==> src/rtl/reg_wr_arbiter_pkg.sv <==
// ============================================================================
// reg_arb_pkg: shared constants and FSM state type for reg_wr_arbiter.
// Revision 1.0
// ============================================================================
`default_nettype none

package reg_arb_pkg;

   localparam int DEF_DATA_WIDTH  = 32;
   localparam int DEF_RAM_DEPTH   = 256;
   localparam int STATS_CNT_WIDTH = 16;

   typedef enum logic [0:0] {
      IDLE  = 1'b0,
      ISSUE = 1'b1
   } state_t;

endpackage

`default_nettype wire

==> src/rtl/reg_wr_arbiter_if.sv <==
// ============================================================================
// reg_wr_arbiter_if: writer-side request bus plus RAM write-port handshake.
// Revision 1.0
// ============================================================================
`default_nettype none

interface reg_wr_arbiter_if
   import reg_arb_pkg::*;
#(
   parameter int DATA_WIDTH = DEF_DATA_WIDTH,
   parameter int RAM_DEPTH  = DEF_RAM_DEPTH,
   parameter int NUM_REQ    = 2
);
   localparam int LB_RAM_DEPTH = $clog2(RAM_DEPTH);
   localparam int IW           = $clog2(NUM_REQ);

   logic [NUM_REQ*DATA_WIDTH-1:0]   req_data;
   logic [NUM_REQ*LB_RAM_DEPTH-1:0] req_addr;
   logic [NUM_REQ-1:0]              req_valid;
   logic [NUM_REQ-1:0]              req_ready;
   logic [DATA_WIDTH-1:0]           mem_data;
   logic [LB_RAM_DEPTH-1:0]         mem_addr;
   logic                            mem_valid;
   logic                            mem_ready;
   logic [IW-1:0]                   grant_id;
   logic                            busy;

   modport master (
      output req_data, req_addr, req_valid, mem_ready,
      input  req_ready, mem_data, mem_addr, mem_valid, grant_id, busy
   );

   modport slave (
      input  req_data, req_addr, req_valid, mem_ready,
      output req_ready, mem_data, mem_addr, mem_valid, grant_id, busy
   );

endinterface

`default_nettype wire

==> src/rtl/reg_wr_arbiter_rr_select.sv <==
// ============================================================================
// reg_rr_select: combinational round-robin pick, searching from last+1.
// Revision 1.0
// ============================================================================
`default_nettype none

module reg_rr_select #(
   parameter int NUM_REQ = 2,
   parameter int IW      = $clog2(NUM_REQ)
) (
   input  logic [NUM_REQ-1:0] valid,
   input  logic [IW-1:0]      last,
   output logic [NUM_REQ-1:0] grant_oh,
   output logic [IW-1:0]      grant_idx,
   output logic               any_valid
);

   logic [IW-1:0] w_cand;

   // Offsets 1..NUM_REQ visit every requester once, ending on last itself.
   always_comb begin
      grant_oh  = '0;
      grant_idx = '0;
      any_valid = 1'b0;
      w_cand    = '0;
      for (int k = 1; k <= NUM_REQ; k++) begin
         w_cand = IW'((int'(last) + k) % NUM_REQ);
         if (!any_valid && valid[w_cand]) begin
            any_valid        = 1'b1;
            grant_idx        = w_cand;
            grant_oh[w_cand] = 1'b1;
         end
      end
   end

endmodule

`default_nettype wire

==> src/rtl/reg_wr_arbiter.sv <==
// ============================================================================
// reg_wr_arbiter: round-robin arbiter for the register RAM write port.
// REG_WR_ARB_STATS_EN adds per-requester saturating grant counters. Rev 1.0
// ============================================================================
`default_nettype none

module reg_wr_arbiter
   import reg_arb_pkg::*;
#(
   parameter int DATA_WIDTH = DEF_DATA_WIDTH,
   parameter int RAM_DEPTH  = DEF_RAM_DEPTH,
   parameter int NUM_REQ    = 2
) (
   input  logic                  clk,
   input  logic                  rst,
`ifdef REG_WR_ARB_STATS_EN
   output logic [NUM_REQ*STATS_CNT_WIDTH-1:0] grant_cnt,
`endif
   reg_wr_arbiter_if.slave       bus
);

   localparam int LB_RAM_DEPTH = $clog2(RAM_DEPTH);
   localparam int IW           = $clog2(NUM_REQ);

   state_t                  r_state, w_state_nxt;
   logic [IW-1:0]           r_last, w_last_nxt;
   logic [DATA_WIDTH-1:0]   r_mem_data, w_mem_data_nxt;
   logic [LB_RAM_DEPTH-1:0] r_mem_addr, w_mem_addr_nxt;
   logic                    r_mem_valid, w_mem_valid_nxt;
   logic [IW-1:0]           r_grant_id, w_grant_id_nxt;
   logic [NUM_REQ-1:0]      r_req_ready, w_req_ready_nxt;

   logic [NUM_REQ-1:0]      w_sel_oh;
   logic [IW-1:0]           w_sel_idx;
   logic                    w_any_valid;

   reg_rr_select #(
      .NUM_REQ (NUM_REQ),
      .IW      (IW)
   ) u_select (
      .valid     (bus.req_valid),
      .last      (r_last),
      .grant_oh  (w_sel_oh),
      .grant_idx (w_sel_idx),
      .any_valid (w_any_valid)
   );

   always_ff @(posedge clk) begin
      if (rst) begin
         r_state     <= IDLE;
         r_last      <= IW'(NUM_REQ - 1);
         r_mem_data  <= '0;
         r_mem_addr  <= '0;
         r_mem_valid <= 1'b0;
         r_grant_id  <= '0;
         r_req_ready <= '0;
      end else begin
         r_state     <= w_state_nxt;
         r_last      <= w_last_nxt;
         r_mem_data  <= w_mem_data_nxt;
         r_mem_addr  <= w_mem_addr_nxt;
         r_mem_valid <= w_mem_valid_nxt;
         r_grant_id  <= w_grant_id_nxt;
         r_req_ready <= w_req_ready_nxt;
      end
   end

   // Accept pulse is only ever set on the IDLE->ISSUE edge, so it lasts one cycle.
   always_comb begin
      w_state_nxt     = r_state;
      w_last_nxt      = r_last;
      w_mem_data_nxt  = r_mem_data;
      w_mem_addr_nxt  = r_mem_addr;
      w_mem_valid_nxt = r_mem_valid;
      w_grant_id_nxt  = r_grant_id;
      w_req_ready_nxt = '0;
      case (r_state)
         IDLE: begin
            if (w_any_valid) begin
               w_mem_data_nxt  = bus.req_data[int'(w_sel_idx)*DATA_WIDTH +: DATA_WIDTH];
               w_mem_addr_nxt  = bus.req_addr[int'(w_sel_idx)*LB_RAM_DEPTH +: LB_RAM_DEPTH];
               w_grant_id_nxt  = w_sel_idx;
               w_last_nxt      = w_sel_idx;
               w_mem_valid_nxt = 1'b1;
               w_req_ready_nxt = w_sel_oh;
               w_state_nxt     = ISSUE;
            end
         end
         ISSUE: begin
            if (bus.mem_ready) begin
               w_mem_valid_nxt = 1'b0;
               w_state_nxt     = IDLE;
            end
         end
         default: begin
            w_state_nxt = IDLE;
         end
      endcase
   end

   assign bus.req_ready = r_req_ready;
   assign bus.mem_data  = r_mem_data;
   assign bus.mem_addr  = r_mem_addr;
   assign bus.mem_valid = r_mem_valid;
   assign bus.grant_id  = r_grant_id;
   assign bus.busy      = (r_state == ISSUE);

`ifdef REG_WR_ARB_STATS_EN
   logic w_xfer;
   assign w_xfer = r_mem_valid && bus.mem_ready;

   for (genvar gi = 0; gi < NUM_REQ; gi++) begin : g_stats
      logic [STATS_CNT_WIDTH-1:0] r_cnt;
      always_ff @(posedge clk) begin
         if (rst) begin
            r_cnt <= '0;
         end else if (w_xfer && (r_grant_id == IW'(gi)) && (r_cnt != '1)) begin
            r_cnt <= r_cnt + 1'b1;
         end
      end
      assign grant_cnt[gi*STATS_CNT_WIDTH +: STATS_CNT_WIDTH] = r_cnt;
   end
`endif

endmodule

`default_nettype wire

==> src/flat_wrapper.sv <==
// flat-port wrapper written by rule: the top's interface ports become plain ports
module reg_wr_arbiter_flat import reg_arb_pkg::*;
#(
   parameter int DATA_WIDTH = DEF_DATA_WIDTH,
   parameter int RAM_DEPTH  = DEF_RAM_DEPTH,
   parameter int NUM_REQ    = 2
)
  (clk, rst, bus_req_data, bus_req_addr, bus_req_valid, bus_mem_ready, bus_req_ready, bus_mem_data, bus_mem_addr, bus_mem_valid, bus_grant_id, bus_busy);
  reg_wr_arbiter_if #(.DATA_WIDTH(DATA_WIDTH), .RAM_DEPTH(RAM_DEPTH), .NUM_REQ(NUM_REQ)) bus_i ();
  input  logic clk;
  input  logic rst;
  input wire logic [$bits(bus_i.req_data)-1:0] bus_req_data;
  input wire logic [$bits(bus_i.req_addr)-1:0] bus_req_addr;
  input wire logic [$bits(bus_i.req_valid)-1:0] bus_req_valid;
  input wire logic [$bits(bus_i.mem_ready)-1:0] bus_mem_ready;
  output wire logic [$bits(bus_i.req_ready)-1:0] bus_req_ready;
  output wire logic [$bits(bus_i.mem_data)-1:0] bus_mem_data;
  output wire logic [$bits(bus_i.mem_addr)-1:0] bus_mem_addr;
  output wire logic [$bits(bus_i.mem_valid)-1:0] bus_mem_valid;
  output wire logic [$bits(bus_i.grant_id)-1:0] bus_grant_id;
  output wire logic [$bits(bus_i.busy)-1:0] bus_busy;
  assign bus_i.req_data = bus_req_data;
  assign bus_i.req_addr = bus_req_addr;
  assign bus_i.req_valid = bus_req_valid;
  assign bus_i.mem_ready = bus_mem_ready;
  assign bus_req_ready = bus_i.req_ready;
  assign bus_mem_data = bus_i.mem_data;
  assign bus_mem_addr = bus_i.mem_addr;
  assign bus_mem_valid = bus_i.mem_valid;
  assign bus_grant_id = bus_i.grant_id;
  assign bus_busy = bus_i.busy;
  reg_wr_arbiter #(.DATA_WIDTH(DATA_WIDTH), .RAM_DEPTH(RAM_DEPTH), .NUM_REQ(NUM_REQ)) u_core (.clk(clk), .rst(rst), .bus(bus_i));
endmodule
==> config.mk <==
export PLATFORM = sky130hd
export DESIGN_NAME = reg_wr_arbiter_flat
export DESIGN_NICKNAME = d
export VERILOG_FILES = /design/src/rtl/reg_wr_arbiter_pkg.sv /design/src/rtl/reg_wr_arbiter_if.sv /design/src/rtl/reg_wr_arbiter_rr_select.sv /design/src/rtl/reg_wr_arbiter.sv /design/src/flat_wrapper.sv
export SDC_FILE = /design/constraint.sdc
export NUM_CORES = 1
export LEC_CHECK = 0
export CORE_MARGIN = 8
export CORE_UTILIZATION = 34
export DETAILED_ROUTE_END_ITERATION = 8
export PLACE_DENSITY = 0.74
export SYNTH_ARGS = -nofsm -noshare
export SYNTH_HDL_FRONTEND = slang
export SYNTH_SLANG_ARGS = --single-unit
==> constraint.sdc <==
create_clock -name clk -period 1.15 [get_ports clk]
set_clock_uncertainty 0.05 [all_clocks]
set_input_delay 0.23 -clock clk [delete_from_list [all_inputs] [get_ports clk]]
set_output_delay 0.23 -clock clk [all_outputs]
set_load 0.01 [all_outputs]
-- Word-level counts from Yosys, hierarchy flattened
Cells that the tools add are included.
W data, S select, Z words.
- $lt $le $gt $ge: 4
- equality and inequality tests: 2
- bitwise logic cells: 3
- add/subtract/negate cells: 2
- shift-type cells: 2
- multiplexer cells: 20
- reductions and logical operators: 7
- operator list (cell ; count):
    $shiftx A64 B7 Y32 ; 1
    $shiftx A16 B5 Y8 ; 1
    $mux W1 ; 14
    $lt A1 B2 Y1 const B ; 2
    $mux W2 ; 2
    $ne A2 B2 Y1 const B ; 2
    $pmux W1 S2 ; 2
    $reduce_and A2 Y1 ; 2
    $logic_and A1 B1 Y1 ; 3
    $reduce_or A3 Y1 ; 1
    $add A1 B1 Y1 const B ; 2
    $demux W1 S1 ; 2
    $ge A1 B1 Y1 const B ; 2
    $not A1 Y1 ; 2
    $or A2 B2 Y2 ; 1
    $logic_not A1 Y1 ; 1
- register bits: 46
- output and inout bits: 45
- logic and storage cells: 47
- input bits: 85

-- Longest topological paths before layout
- depth after elaboration: 9
- depth in mapped cells: 6
- mapped depth without buffers: 3

-- Hierarchy
From an unflattened synthesis, not the netlist that was laid out.
- cells, all modules: 204
- area, all modules: 2255.9 µm²
- by module, submodules not included (module ; cells an instance ; instances ; area each (µm²) ; seq. area each (µm²)):
    reg_wr_arbiter ; 199 ; 1 ; 2223.4 ; 920.9
    reg_rr_select ; 5 ; 1 ; 32.5 ; 0.0

-- Least setup slack after synthesis
OpenSTA, ideal clock, no wires.
- path type: register to register
- from: register u_core.r_state, in the netlist u_core.bus.busy
- to: register u_core.r_mem_data[23], in the netlist u_core.bus.mem_data[23]
- period minus slack after synthesis: 1292 ps
- arrival: 1096 ps
- stages on the path, launching flop included: 7
- buffers on the path: 3
- path slack: -142 ps
- data required time: 954 ps
- setup time: 146 ps
- cell sequence: dfxtp_1 -> buf_2 -> o21ba_1 -> buf_4 -> buf_6 -> nor2_1 -> a211oi_2
- longest elaborated chain between the ends: 2
- RTL lines (element ; RTL line ; text):
    start, declared ; reg_wr_arbiter.sv:25 ; state_t r_state, w_state_nxt;
    start signal, assigned ; reg_wr_arbiter.sv:58 ; r_state <= w_state_nxt;
    $not A1 Y1 ; - ;
    $reduce_and A2 Y1 (no line) ; - ;
    end signal, assigned ; reg_wr_arbiter.sv:60 ; r_mem_data <= w_mem_data_nxt;
    end, declared ; reg_wr_arbiter.sv:27 ; logic [DATA_WIDTH-1:0] r_mem_data, w_mem_data_nxt;
Every way passes these cells.
A chain may end at the register's enable or synchronous reset.

-- Worst setup path after layout
- from: register u_core.r_last
- to: register u_core.r_mem_data[7], in the netlist u_core.bus.mem_data[7]
- longest elaborated chain between the ends: 8
- elaborated cells on any way between the ends: 14
- classes of those cells: add/sub (2); shift (1); mux (8); reduce/logical (3)
- RTL lines (element ; RTL line ; text):
    start, declared ; reg_wr_arbiter.sv:26 ; logic [IW-1:0] r_last, w_last_nxt;
    start signal, assigned ; reg_wr_arbiter.sv:51 ; r_last <= IW'(NUM_REQ - 1);
    start signal, assigned ; reg_wr_arbiter.sv:59 ; r_last <= w_last_nxt;
    $add A1 B1 Y1 ; reg_wr_arbiter_rr_select.sv:27 ; w_cand = IW'((int'(last) + k) % NUM_REQ);
    $mux W1 (not written as such) (2 in a row) ; reg_wr_arbiter_rr_select.sv:28 ; if (!any_valid && valid[w_cand]) begin
    $mux W1 ; reg_wr_arbiter_rr_select.sv:28 ;
    $logic_not A1 Y1 ; reg_wr_arbiter_rr_select.sv:28 ;
    $logic_and A1 B1 Y1 ; reg_wr_arbiter_rr_select.sv:28 ;
    $mux W1 ; reg_wr_arbiter_rr_select.sv:28 ;
    $shiftx A64 B7 Y32 or $reduce_and A2 Y1 (tied branches) ; - ;
Several ways; a longest one is shown, not always the timed one. The select of a mux whose other input is x is not followed.

==> summary.md <==
| Metric | Value |
|---|---|
| Status | finished with violations |
| Violated checks | setup timing |
| Tightest Pin Transition | 0.263 ns |
| Crit Path Class | reg -> reg |
| Max Clk Rate | 0.788 GHz |
| Largest area contributor in the netlist | dfxtp_1 |
| Syn avg cell area | ~9.2 sq um |
| DRT Wirelength | 8310 um |
| Req. time, crit path | 1.31 ns |
| Total grt overflow | 0 |
| CTS tree | done |
| Fill count | 559 |
| CTS Buffer Depth | 2 |
| Vias in the first global route | 2526 |
| CP startpoint kind | flip-flop |
| Hold Fails Final Rpt | 0 |
| Fin util | 62.9% |
| IO Count | between 100 and 150 |
| ANT cells | 0 |
| R2R depth | 5 |
| Final Setup Violations | 42 |
| Final nets | 476 |
| Synth unique cells | 23 |
| Drt drc | 0 |
| Placed Instance Area | around 3700 sq um |
| Mean routed wirelength per cell | 17.7 um |
| Setup ws final | -0.119 ns |
| R2r startpoint | u_core.r_last |
| Post-synth EDFFs | 0 |
| Most frequent cell after synthesis | dfxtp_1 |
| Flop2flop setup slack | -0.12 ns |
| Hold Path Stages | 2 |
| Area contributors post-synth | dfxtp_1, a211oi_2, a21oi_1 |
| Fin. max-slew vios | 0 |
| DR pass1 iterations | 4 |
| Worst vdd ir | 0.585 mV |
| Hold_buf cts | 0 |
| Largest net degree at the start of global routing | 25 |
| Design area | 4020 sq um |
| Port-buffer cells | between 100 and 150 |
| Cell Rows | 29 |
| Crit Path Max Fanout | 11 |
| Core area | approximately 6400 sq um |
| Gp weighted congestion | ~0.73 |
| Fin cells | 469 |
| Die footprint | approximately 9500 sq um |
| R2r endpoint | u_core.bus.mem_data[7] |
| Initial Util | 35.3% |
| Total track usage | 16.7% |
| Top_reg_cell synth | dfxtp_1 |
| Worst slew margin | 82.5% |
| Sequential fraction of the synthesis area | 40.8% |
| Post-synth top area share | about 40% |
| Worst skew pair latency | 0.29 ns |
| Clk pin slew, worst setup/hold paths | 0.09 ns |
| Final worst path period share | 110% |
| Post-DR vias/cell | 4.96 |
| Register bit total from synthesis | 46 |
| Vias | 2328 |
| Clk sinks | 46 |
| Proportion of layout cells with a drive suffix above 1 | 48.5% |
| Final Critical Period | 1.27 ns |
| Htree depth | 2 |
| Number of max-cap violations | 0 |
| Layout area overhead | 78.1% |
| Commonest cells in the netlist | dfxtp_1, nor2_1, a211oi_2, nand2_1, a21oi_1 |
| CTS root buf | clkbuf_8 |
| RSZ-0062 raised after global routing | true |
| Hold/Removal Path Class | in -> reg |
| Worst hold start | rst |
| Placed instance count | 446 |
| Asr flop ratio synth | 0% |
| Hold Path End | u_core.bus.mem_data[25] |
| Ys Warns | 0 |
| Initial antenna violation count | 0 |
| Power density cells | roughly 1100 nW/um^2 |
| Worst EP arrival | 1.43 ns |
| Post-Syn Nets | 330 |
| Post-Syn Area | 2250 sq um |
| Leakage | 1.66 nW |
| Hpwl dp | around 5500 um |
| Iteration-0 DRC Markers | 61 |
| Post-place setup slack | -0.577 ns |
| Mapped Cells | 245 |
| Cts bufs inserted | 5 |
| Chip height | 97.4 um |
| Die span in x | 97.4 um |
| Crit. End Element | flip-flop |
| Detail Route Antenna Nets | 0 |
| Global-route wire length before repair | 13100 um |
## state kept, by name (all words and copies together), names as in the netlist
name                  flops
u_core.bus.grant_id       1
u_core.bus.mem_addr       8
u_core.bus.req_ready      2
u_core.r_last             1
u_core.bus.busy           1
u_core.bus.mem_valid      1
u_core.bus.mem_data      32
## layout make-up
| type | count | area [sq um] | area share [%] |
|---|---|---|---|
| timing repair buffer | 163 | 1590 | 39.7 |
| multi-input combinational | 175 | 1270 | 31.7 |
| sequential | 46 | 960 | 23.9 |
| tap | 77 | 96.3 | 2.40 |
| clock buffer | 7 | 86.3 | 2.15 |
| clock inverter | 1 | 5.00 | 0.125 |
## layout by cell type, fill, tap and decap left out, types with 13 or more instances in the layout
cell type	netlist	final
a211oi_2	40	40
nand2_1	40	31
buf_2	5	42
a21oi_2	2	18
clkdlybuf4s50_1	0	81
buf_4	2	13
dfxtp_1	46	19
dfxtp_2	0	25
nor2_1	42	42
a21oi_1	39	20
## power breakdown
group          leakage [nW]  internal [W]  switching, W  total (W)
clock network        0.0482      0.000486      0.000537    0.00102
logic                  1.22      0.000877      0.000738    0.00161
registers             0.390       0.00177     0.0000781    0.00185
total                  1.66       0.00313       0.00135    0.00448
## what timing repair did
item	in CTS	in global routing
hold endpoints to repair	0	0
pin swaps	2	1
cloned	5	1
buffers inserted	5	4
endpoints found under the setup margin	90	71
gates resized for setup	209	41
## how the worst max path moves through the flow
stage                                 from                     end  slack [ns]  cells past startpoint
after floorplan            u_core.bus.busy  u_core.bus.mem_addr[3]       -0.07                      6
after global placement    bus_req_valid[0]  u_core.bus.mem_data[2]       -0.53                      6
after detailed placement  bus_req_valid[0]  u_core.bus.mem_data[7]       -0.58                      6
after CTS                    u_core.r_last  u_core.bus.mem_data[7]       -0.09                      5
after global routing         u_core.r_last  u_core.bus.mem_data[7]       -0.17                      5
final                        u_core.r_last  u_core.bus.mem_data[7]       -0.12                      5
## worst max-delay path, stage by stage, from the launching register on
cell	delay [ns]
dfxtp_4	0.37
buf_4	0.12
a21bo_4	0.21
clkbuf_16	0.19
nand2_1	0.06
a211oi_2	0.18
## logic make-up (layout without fill, tap and decap cells)
kind of cell | after synthesis | count (layout) | synth area share, %
AOI/OAI and AO/OA | 89 | 89 | 35.4
and+or+nand+nor | 86 | 86 | 14.8
DFF | 46 | 46 | 40.8
buffers and inverters | 24 | 171 | 8.93
## through the flow
| stage | total power, W | hold WS [ns] | TNS, ns |
|---|---|---|---|
| after floorplan | 0.00263 | 0.298 | -2.59 |
| after global placement | 0.00336 | 0.403 | -22.93 |
| after detailed placement | 0.00338 | 0.428 | -24.24 |
| after CTS | 0.00454 | 0.201 | -2.95 |
| after global routing | 0.00473 | 0.219 | -5.23 |
| final | 0.00448 | 0.222 | -3.22 |
## layer usage
metal	global-route usage, %	vias to the layer above	share of wire (%)
li1	-	1148	-
met3	4.69	4	5.0
met5	0	-	0
met1	20.0	1108	45
met2	28.8	68	49
met4	3.15	0	0.73
No activity file was read; power rests on OpenSTA's default activity.
